File: src/rtl/lcd_parser_pkg.sv
// Shared types and constants for the LCD status-string parser.
// The optional macro LCD_PARSER_LOWERCASE_HEX_EN is consumed by ascii_nibble_decode.
package lcd_parser_pkg;

  typedef enum logic [1:0] {
    PARSE,
    FLUSH,
    HOLD
  } state_t;

  localparam int unsigned TEMPLATE_LEN = 25;

  localparam logic [7:0] CHAR_NUL = 8'h00;
  localparam logic [7:0] CHAR_LF  = 8'h0A;
  localparam logic [7:0] CHAR_CR  = 8'h0D;

  // One template position: a literal character, or a hex nibble slot.
  typedef struct packed {
    logic [7:0] ch;
    logic       is_nibble;
  } slot_t;

  localparam slot_t NIB = '{8'h00, 1'b1};

  // "CAP=0x" HH " ID=0x" HH "TYPE=0x" HH
  localparam slot_t TEMPLATE [TEMPLATE_LEN] = '{
    '{"C", 1'b0}, '{"A", 1'b0}, '{"P", 1'b0}, '{"=", 1'b0}, '{"0", 1'b0}, '{"x", 1'b0},
    NIB, NIB,
    '{" ", 1'b0}, '{"I", 1'b0}, '{"D", 1'b0}, '{"=", 1'b0}, '{"0", 1'b0}, '{"x", 1'b0},
    NIB, NIB,
    '{"T", 1'b0}, '{"Y", 1'b0}, '{"P", 1'b0}, '{"E", 1'b0}, '{"=", 1'b0}, '{"0", 1'b0},
    '{"x", 1'b0},
    NIB, NIB
  };

  function automatic logic is_terminator(input logic [7:0] c);
    return (c == CHAR_NUL) || (c == CHAR_LF) || (c == CHAR_CR);
  endfunction

endpackage

File: src/rtl/ascii_nibble_decode.sv
// Combinational ASCII hex digit to nibble decoder.
// Define LCD_PARSER_LOWERCASE_HEX_EN to also accept 'a'-'f'.
module ascii_nibble_decode (
  input  logic [7:0] ch,
  output logic [3:0] nibble,
  output logic       is_hex
);

  // Digits carry their value in the low nibble; letters are low nibble + 9.
  always_comb begin
    nibble = '0;
    is_hex = 1'b0;
    if (ch >= "0" && ch <= "9") begin
      nibble = ch[3:0];
      is_hex = 1'b1;
    end else if (ch >= "A" && ch <= "F") begin
      nibble = ch[3:0] + 4'd9;
      is_hex = 1'b1;
    end
`ifdef LCD_PARSER_LOWERCASE_HEX_EN
    else if (ch >= "a" && ch <= "f") begin
      nibble = ch[3:0] + 4'd9;
      is_hex = 1'b1;
    end
`endif
  end

endmodule

File: src/rtl/lcd_string_parser.sv
// Parses "CAP=0xHH ID=0xHHTYPE=0xHH"+terminator into three bytes on a valid/ready port.
// Lowercase hex acceptance is controlled by LCD_PARSER_LOWERCASE_HEX_EN (see ascii_nibble_decode).
module lcd_string_parser
  import lcd_parser_pkg::*;
#(
  parameter int unsigned TIMEOUT_CYCLES = 1_000_000
) (
  input  logic       clk,
  input  logic       rst_n,
  input  logic [7:0] char_in,
  input  logic       char_valid,
  output logic       char_ready,
  output logic [7:0] memory_capacity,
  output logic [7:0] manufacture_id,
  output logic [7:0] memory_type,
  output logic       fields_valid,
  input  logic       fields_ready,
  output logic       parse_error
);

  localparam int unsigned CNT_W = (TIMEOUT_CYCLES > 1) ? $clog2(TIMEOUT_CYCLES + 1) : 1;
  localparam logic [CNT_W-1:0] CNT_LAST = CNT_W'((TIMEOUT_CYCLES > 0) ? TIMEOUT_CYCLES - 1 : 0);
  localparam logic [4:0] LAST_POS = 5'(TEMPLATE_LEN);

  state_t      state_q, state_d;
  logic [4:0]  pos_q, pos_d;
  logic [23:0] shadow_q, shadow_d;
  logic [CNT_W-1:0] cnt_q, cnt_d;
  logic [7:0]  cap_d, id_d, type_d;
  logic        fv_d, perr_d;

  logic [3:0]  nibble;
  logic        is_hex;
  slot_t       slot;
  logic        accept, term, match, counting, timeout_hit;

  ascii_nibble_decode u_nibble (
    .ch     (char_in),
    .nibble (nibble),
    .is_hex (is_hex)
  );

  assign char_ready = (state_q != HOLD);

  // Next-state, position, shadow, timeout and output computation.
  always_comb begin
    state_d  = state_q;
    pos_d    = pos_q;
    shadow_d = shadow_q;
    cap_d    = memory_capacity;
    id_d     = manufacture_id;
    type_d   = memory_type;
    fv_d     = fields_valid;
    perr_d   = 1'b0;

    accept   = char_valid && char_ready;
    term     = is_terminator(char_in);
    slot     = (pos_q < LAST_POS) ? TEMPLATE[pos_q] : '0;
    match    = slot.is_nibble ? is_hex : (char_in == slot.ch);
    counting = ((state_q == PARSE) && (pos_q != '0)) || (state_q == FLUSH);
    // Abort on the idle cycle that would bring the counter to TIMEOUT_CYCLES.
    timeout_hit = (TIMEOUT_CYCLES != 0) && counting && !accept && (cnt_q == CNT_LAST);
    cnt_d    = (counting && !accept) ? cnt_q + CNT_W'(1) : '0;

    unique case (state_q)
      PARSE: begin
        if (accept) begin
          if (pos_q == LAST_POS) begin
            if (term) begin
              // The six nibbles were shifted in order, so the shadow is {cap, id, type}.
              cap_d    = shadow_q[23:16];
              id_d     = shadow_q[15:8];
              type_d   = shadow_q[7:0];
              fv_d     = 1'b1;
              state_d  = HOLD;
              pos_d    = '0;
              shadow_d = '0;
            end else begin
              state_d = FLUSH;
            end
          end else if (term) begin
            if (pos_q != '0) begin
              perr_d   = 1'b1;
              pos_d    = '0;
              shadow_d = '0;
            end
          end else if (match) begin
            pos_d = pos_q + 5'd1;
            if (slot.is_nibble) shadow_d = {shadow_q[19:0], nibble};
          end else begin
            state_d = FLUSH;
          end
        end else if (timeout_hit) begin
          perr_d   = 1'b1;
          pos_d    = '0;
          shadow_d = '0;
        end
      end
      FLUSH: begin
        if ((accept && term) || timeout_hit) begin
          perr_d   = 1'b1;
          pos_d    = '0;
          shadow_d = '0;
          state_d  = PARSE;
        end
      end
      HOLD: begin
        if (fields_valid && fields_ready) begin
          fv_d    = 1'b0;
          state_d = PARSE;
          pos_d   = '0;
        end
      end
      default: begin
        state_d  = PARSE;
        pos_d    = '0;
        shadow_d = '0;
      end
    endcase
  end

  // State and output registers.
  always_ff @(posedge clk or negedge rst_n) begin
    if (!rst_n) begin
      state_q         <= PARSE;
      pos_q           <= '0;
      shadow_q        <= '0;
      cnt_q           <= '0;
      memory_capacity <= '0;
      manufacture_id  <= '0;
      memory_type     <= '0;
      fields_valid    <= 1'b0;
      parse_error     <= 1'b0;
    end else begin
      state_q         <= state_d;
      pos_q           <= pos_d;
      shadow_q        <= shadow_d;
      cnt_q           <= cnt_d;
      memory_capacity <= cap_d;
      manufacture_id  <= id_d;
      memory_type     <= type_d;
      fields_valid    <= fv_d;
      parse_error     <= perr_d;
    end
  end

endmodule

File: config.mk
export PLATFORM = sky130hd
export DESIGN_NAME = lcd_string_parser
export DESIGN_NICKNAME = d
export VERILOG_FILES = /design/src/rtl/lcd_parser_pkg.sv /design/src/rtl/ascii_nibble_decode.sv /design/src/rtl/lcd_string_parser.sv
export SDC_FILE = /design/constraint.sdc
export NUM_CORES = 1
export LEC_CHECK = 0
export ABC_AREA = 1
export ABC_CLOCK_PERIOD_IN_PS = 3600
export CORE_MARGIN = 4
export CORE_UTILIZATION = 65
export DETAILED_ROUTE_END_ITERATION = 16
export DONT_BUFFER_PORTS = 1
export PLACE_DENSITY_LB_ADDON = 0.25
export SLEW_MARGIN = 40
export SYNTH_ARGS = -nofsm -noshare
export SYNTH_HDL_FRONTEND = slang
export SYNTH_SLANG_ARGS = --single-unit
File: constraint.sdc
create_clock -name clk -period 3.6 [get_ports clk]
set_clock_uncertainty 0.1 [all_clocks]
set_input_delay 1.08 -clock clk [delete_from_list [all_inputs] [get_ports clk]]
set_output_delay 1.08 -clock clk [all_outputs]
set_load 0.01 [all_outputs]
Word level (Yosys, flattened, before mapping). Memories as Yosys holds them, arrays and structs flattened. Index checks and enable logic that the tools add are counted.

Add/subtract/negate cells: 3. Order comparisons: 6. Equality and inequality tests: 20. Multiplexer cells: 49. Bitwise operators: 2. Reduce and logical (&&, ||, !) cells: 22.

Operator list (number): 24-bit 2-to-1 mux (9); 24-bit case mux with 3 select lines (1); 5-bit 2-to-1 mux (9); 9-bit 2-to-1 mux (3); 20-bit by 1-bit adder with 20-bit output, second input constant (1); 20-bit == test, second input constant (1); 20-bit 2-to-1 mux (1); 8-bit by 4-bit == test with 1-bit output, second input constant (2); 5-bit case mux with 3 select lines (1); 2-bit 2-to-1 mux (7); 1-bit 2-to-1 mux (13); 4-bit inequality test, second input constant (3); 5-bit AND reduction (2); 8-bit == test (1); 8-bit by 6-bit greater-or-equal comparator with 1-bit output, second input constant (1); 8-bit by 7-bit greater-or-equal comparator with 1-bit output, second input constant (1); 8-bit by 6-bit less-or-equal comparator with 1-bit output, second input constant (1); 8-bit by 7-bit less-or-equal comparator with 1-bit output, second input constant (1); 1-bit logical AND (8); 8-bit zero test (1); 4-bit 2-to-1 mux (2); 2-bit inequality test, second input constant (4); 7-bit AND reduction (1); 6-bit greater-or-equal comparator, second input constant (1); other kinds (21) (27).

Register bits after elaboration: 77. Bits in read-only memories: 288. Bits of input ports: 12. Output and inout bits: 27. Logic and storage cells: 112. Memories: 1.

Memories: (name not given) (words 32, bits a word 9, read ports 1, clocked after Yosys merged registers in 0, write ports 0, line lcd_string_parser.sv:58) `slot = (pos_q < LAST_POS) ? TEMPLATE[pos_q] : '0;`.

Depth between registers and ports, before layout.
Word-level depth: 12. Depth in mapped cells: 19. Gate-level depth less buffers: 18.

Hierarchy. Synthesis repeated with hierarchy kept, for this count alone.

Cell total of the unflattened synthesis: 594. Area total of the unflattened synthesis: 4489.3 um^2.

By module, submodules not included: lcd_string_parser (instances 1, cells an instance 557, area an instance 4282.9 um^2, sequential area each 1926.8 um^2); ascii_nibble_decode (instances 1, cells an instance 37, area an instance 206.4 um^2, sequential area each 0.0 um^2).

Least setup slack after synthesis. OpenSTA, ideal clock, no wires.

Path type: input port to flip-flop. Start point: input port char_in[1]. End point: register shadow_q[10]. Library setup time: 0.116 ns. Arrival: 2.517 ns. Required time: 3.384 ns. Path slack: 0.866 ns. Stages on the path: 14. Buffers on the path: 1. Path through: inv_1 -> ha_1 -> o21ai_1 -> o21ai_1 -> nand2_1 -> inv_2 -> nand2_1 -> nand3_1 -> nand2_1 -> nor2_4 -> nand2_4 -> buf_6 -> nand2_1 -> nand2_1.

Word-level cells in the longest chain between the ends: 7.

Ends and longest elaborated chain: start: declaration (line lcd_string_parser.sv:10) `input logic [7:0] char_in,`; 8-bit by 7-bit greater-or-equal comparator with 1-bit output, or another cell as far along (line ascii_nibble_decode.sv:16) `end else if (ch >= "A" && ch <= "F") begin`; 1-bit logical AND or 1-bit logical OR (tied branches) (line ascii_nibble_decode.sv:16, lcd_parser_pkg.sv:37); 1-bit 2-to-1 mux or 1-bit logical OR (tied branches) (line ascii_nibble_decode.sv:16, lcd_parser_pkg.sv:37); 1-bit 2-to-1 mux, or another cell as far along (line ascii_nibble_decode.sv:13) `if (ch >= "0" && ch <= "9") begin`; 1-bit 2-to-1 mux, or another cell as far along (line lcd_string_parser.sv:59) `match = slot.is_nibble ? is_hex : (char_in == slot.ch);`; 4-bit inequality test (no line), or another cell as far along; 7-bit AND reduction (no line) or 24-bit case mux with 3 select lines (tied branches); end signal: assignment (line lcd_string_parser.sv:137) `shadow_q <= shadow_d;`; end: declaration (line lcd_string_parser.sv:27) `logic [23:0] shadow_q, shadow_d;`.

Parallel ways exist; a longest one is shown, timed or not. A chain may end at the register's enable or synchronous reset.

Final worst setup path.
Start point: register pos_q[2]. End point: register shadow_q[4].

Word-level cells in the longest chain between the ends: 9.

Ends and longest elaborated chain: start: declaration (line lcd_string_parser.sv:26) `logic [4:0] pos_q, pos_d;`; start signal: assignment (line lcd_string_parser.sv:136) `pos_q <= pos_d;`; 5-bit NOT with 6-bit output (not written as such) (line lcd_string_parser.sv:58); memory 32 x 9 bit; 9-bit 2-to-1 mux (not written as such) (2 in a row) (line lcd_string_parser.sv:58); 9-bit 2-to-1 mux (line lcd_string_parser.sv:58); 8-bit == test (line lcd_string_parser.sv:59); 1-bit 2-to-1 mux (line lcd_string_parser.sv:59); 4-bit inequality test (no line); 7-bit AND reduction (no line).

Parallel ways exist; a longest one is shown, timed or not. The select of a mux whose other input is x is not followed.

==> results.py <==
metrics = {
    "sta": {
        "worst_slew_pin_slew_ns": 0.603,
        "finalCritPeriodShare": 0.854,
        "drv_slew": 0,
        "fin_ws_ns": 0.526,
        "timing.slew.headroom": 0.598,
        "timing.final.crit_period_ns": 3.07,
        "fmax_mhz": 325,
        "setup_tns_ns": 0,
        "whs_ns": 0.316,
        "hold_violations": 0,
        "grt_setup_unrepaired": "false",
        "finalSetupViolCount": 0,
    },
    "global_route": {
        "grt_pass1_vias": 3508,
        "antenna_found_initial": 0,
        "gr-usage-all-layers": 0.242,
        "grt_pass1_wl_um": 15200,
        "grt_overflow": 0,
        "grt_max_degree": 78,
    },
    "critical_path": {
        "r2r-start": "pos_q[2]",
        "slowest_stage": "dfrtp_1",
        "reg2reg_depth": 12,
        "worst-path-buf-inv": 2,
        "cp.depth": 12,
        "start_kind": "register",
        "crit_required_ns": 3.74,
        "crit_top_cell": "nand2_1",
        "arrival_ns": 3.21,
        "critPathTopFamily": "simple AND/OR/NAND/NOR gates",
        "slowest_delay_ns": 0.67,
        "path_cells": "inv_2 -> ha_1 -> nand2_1 -> a21oi_1 -> nor3_1 -> o21ai_0 -> inv_1 -> nand2_1 -> nor2_4 -> nand2_4 -> nand2_1 -> nand2_1",
        "worstSetupEndpoint": "shadow_q[4]",
        "r2r-end": "shadow_q[4]",
        "crit_start": "pos_q[2]",
        "worstPathMaxFanout": 25,
        "r2r_slack_ns": 0.53,
        "end_kind": "register",
        "critical_path_class": "register to register",
    },
    "clock_network": {
        "cts_buffer_depth": 2,
        "htree_levels": 3,
        "root_buffer": "clkbuf_8",
        "clock_latency_ns": 0.35,
        "cts_sinks": 77,
        "hold_buffers": 0,
        "post_cts_buffers": 0,
        "cts_resized": 0,
        "numCtsBuffers": 9,
        "cts_tree": "built",
        "clk_pin_slew_worst_paths_ns": 0.09,
    },
    "floorplan": {
        "io_pins": 39,
        "rows": 29,
        "core_um2": 6420,
        "dieArea_um2": 8020,
        "start_util": 0.673,
        "die_h_um": 89.6,
        "die_x_um": 89.6,
    },
    "power": {
        "pwr-share-clk": 0.322,
        "p_leak_nw": 2.25,
        "seq_power_share": 0.406,
        "internal_power_mw": 1.47,
        "p_sw_frac": 0.370,
        "combPwrFrac": 0.272,
        "power-per-cell-area_nw_per_um2": 510,
        "vdd_drop_max_mv": 0.363,
        "total_power_mw": 2.34,
        "p_sw_uw": 865,
    },
    "synth": {
        "yosysUniqueCellTypes": 35,
        "synth.net_count": 608,
        "ys_async_sr_fraction": 1.00,
        "ys_warn_count": 0,
        "netlist_instances": 580,
        "synthesis.area_um2": 4330,
        "ys_seq_area_frac": 0.445,
        "ys.flop_type": "dfrtp_1",
        "yosys_register_bits": 77,
        "syn_area_per_cell_um2": 7.46,
        "synth-edff-count": 0,
    },
    "placed_design": {
        "dpl.hpwl_um": 6280,
        "io_buffers": 0,
        "gp_congestion": 0.927,
        "dp_slack_ns": 0.235,
    },
    "detailed_routing": {
        "vias": 3686,
        "first_pass_iters": 5,
        "wire_per_inst_um": 13.5,
        "drc": 0,
        "drtAntennaViolNets": 0,
        "routed_wl_um": 8870,
        "drt_iter0_markers": 173,
        "vias_per_cell": 5.59,
    },
    "run_status": {
        "status": "completed",
    },
    "cells_and_area": {
        "area_growth_pct": 5.79,
        "antennaDiodeCount": 0,
        "drive_gt1_frac": 0.0704,
        "utilization": 0.712,
        "final_nets": 605,
    },
    "flow_run": {
        "cap_violations": 0,
    },
    "worst_hold_path": {
        "hp-class": "primary input to asynchronous set/reset pin",
    },
}
[routing by layer]
metal  global-route usage  up-vias  routed length, um
met2                0.388      119               4300
li1                     -     1836                  -
met3               0.0648       19                531
met1                0.308     1712               3880
met5                    0        -                  0
met4                0.104        0                167
[worst min-delay path by stage]
stage | slack, ns | endpoint | startpoint | depth (start not counted)
after CTS | 0.30 | pos_q[1] | rst_n | 0
after floorplan | 0.33 | cnt_q[0] | cnt_q[0] | 1
after global routing | 0.28 | cnt_q[2] | rst_n | 0
after detailed placement | 0.36 | shadow_q[8] | shadow_q[8] | 2
after global placement | 0.35 | cnt_q[0] | cnt_q[0] | 1
final | 0.32 | cnt_q[17] | rst_n | 0
[cells by family after synthesis]
group / share of synthesized area
adder cells (fa/ha/maj): 0.0463
multiplexers: 0.0104
AO/OA/AOI/OAI: 0.0677
AND/OR/NAND/NOR: 0.330
buffers and inverters: 0.0876
XOR/XNOR: 0.0121
flip-flops: 0.445
[layout make-up]
type                    instances  area (um^2)
clock inverters                 7          105
fillers                       518         1850
flip-flops and latches         77         1930
repair buffers                  4         30.0
clock buffers                   9          124
multi-input cells             412         2020
inverters                      73          274
well taps                      77         96.3
[cell usage after synthesis (all sizes together), types with 4 or more instances]
master / count / area (um^2)
nand2: 170 / 648
dfrtp: 77 / 1930
inv: 73 / 274
nor2: 71 / 284
nand3: 57 / 285
o21ai: 31 / 159
nor3: 21 / 110
ha: 16 / 200
a21oi: 11 / 55.1
buf: 10 / 75.1
clkbuf: 8 / 30.0
nand4: 6 / 37.5
xor2: 5 / 43.8
mux2: 4 / 45.0
nor3b: 4 / 30.0
nor4: 4 / 25.0
[flip-flops by register name, summed over array words and instances, names as in the netlist]
signal / flops
shadow_q: 24
state_q: 2
pos_q: 5
cnt_q: 20
fields_valid: 1
manufacture_id: 8
memory_capacity: 8
memory_type: 8
parse_error: 1
[worst reg2reg max path, delay by kind of cell, from the launching register on]
kind,cells,cell delay (ns)
compound gates,2,0.22
fa+ha+maj,1,0.23
buf+inv,2,0.26
flops,1,0.67
simple gates,7,1.50
[power groups by stage]
| stage | Combinational (mW) | Clock [mW] | Sequential, mW |
|---|---|---|---|
| after floorplan | 0.550 | 0 | 0.957 |
| after global placement | 0.620 | 0 | 0.962 |
| after detailed placement | 0.626 | 0 | 0.963 |
| after CTS | 0.630 | 0.768 | 0.947 |
| after global routing | 0.723 | 0.807 | 0.953 |
| final | 0.636 | 0.753 | 0.947 |
[metrics by stage]
step                      area (um^2)  std cells
after floorplan                  4330        580
after global placement           4350        643
after detailed placement         4350        643
after CTS                        4580        659
after global routing             4580        659
final                            4580        659
[cell usage in the layout, fill, tap and decap left out, drive strengths merged, types with 4 or more instances in the layout]
master / count
a21oi: 11
buf: 4
clkbuf: 9
dfrtp: 77
ha: 16
inv: 76
mux2: 4
nand2: 170
nand3: 57
nand4: 6
nor2: 71
nor3: 21
nor3b: 4
nor4: 4
o21ai: 31
xor2: 5
Power figures use the tool's default switching activity.
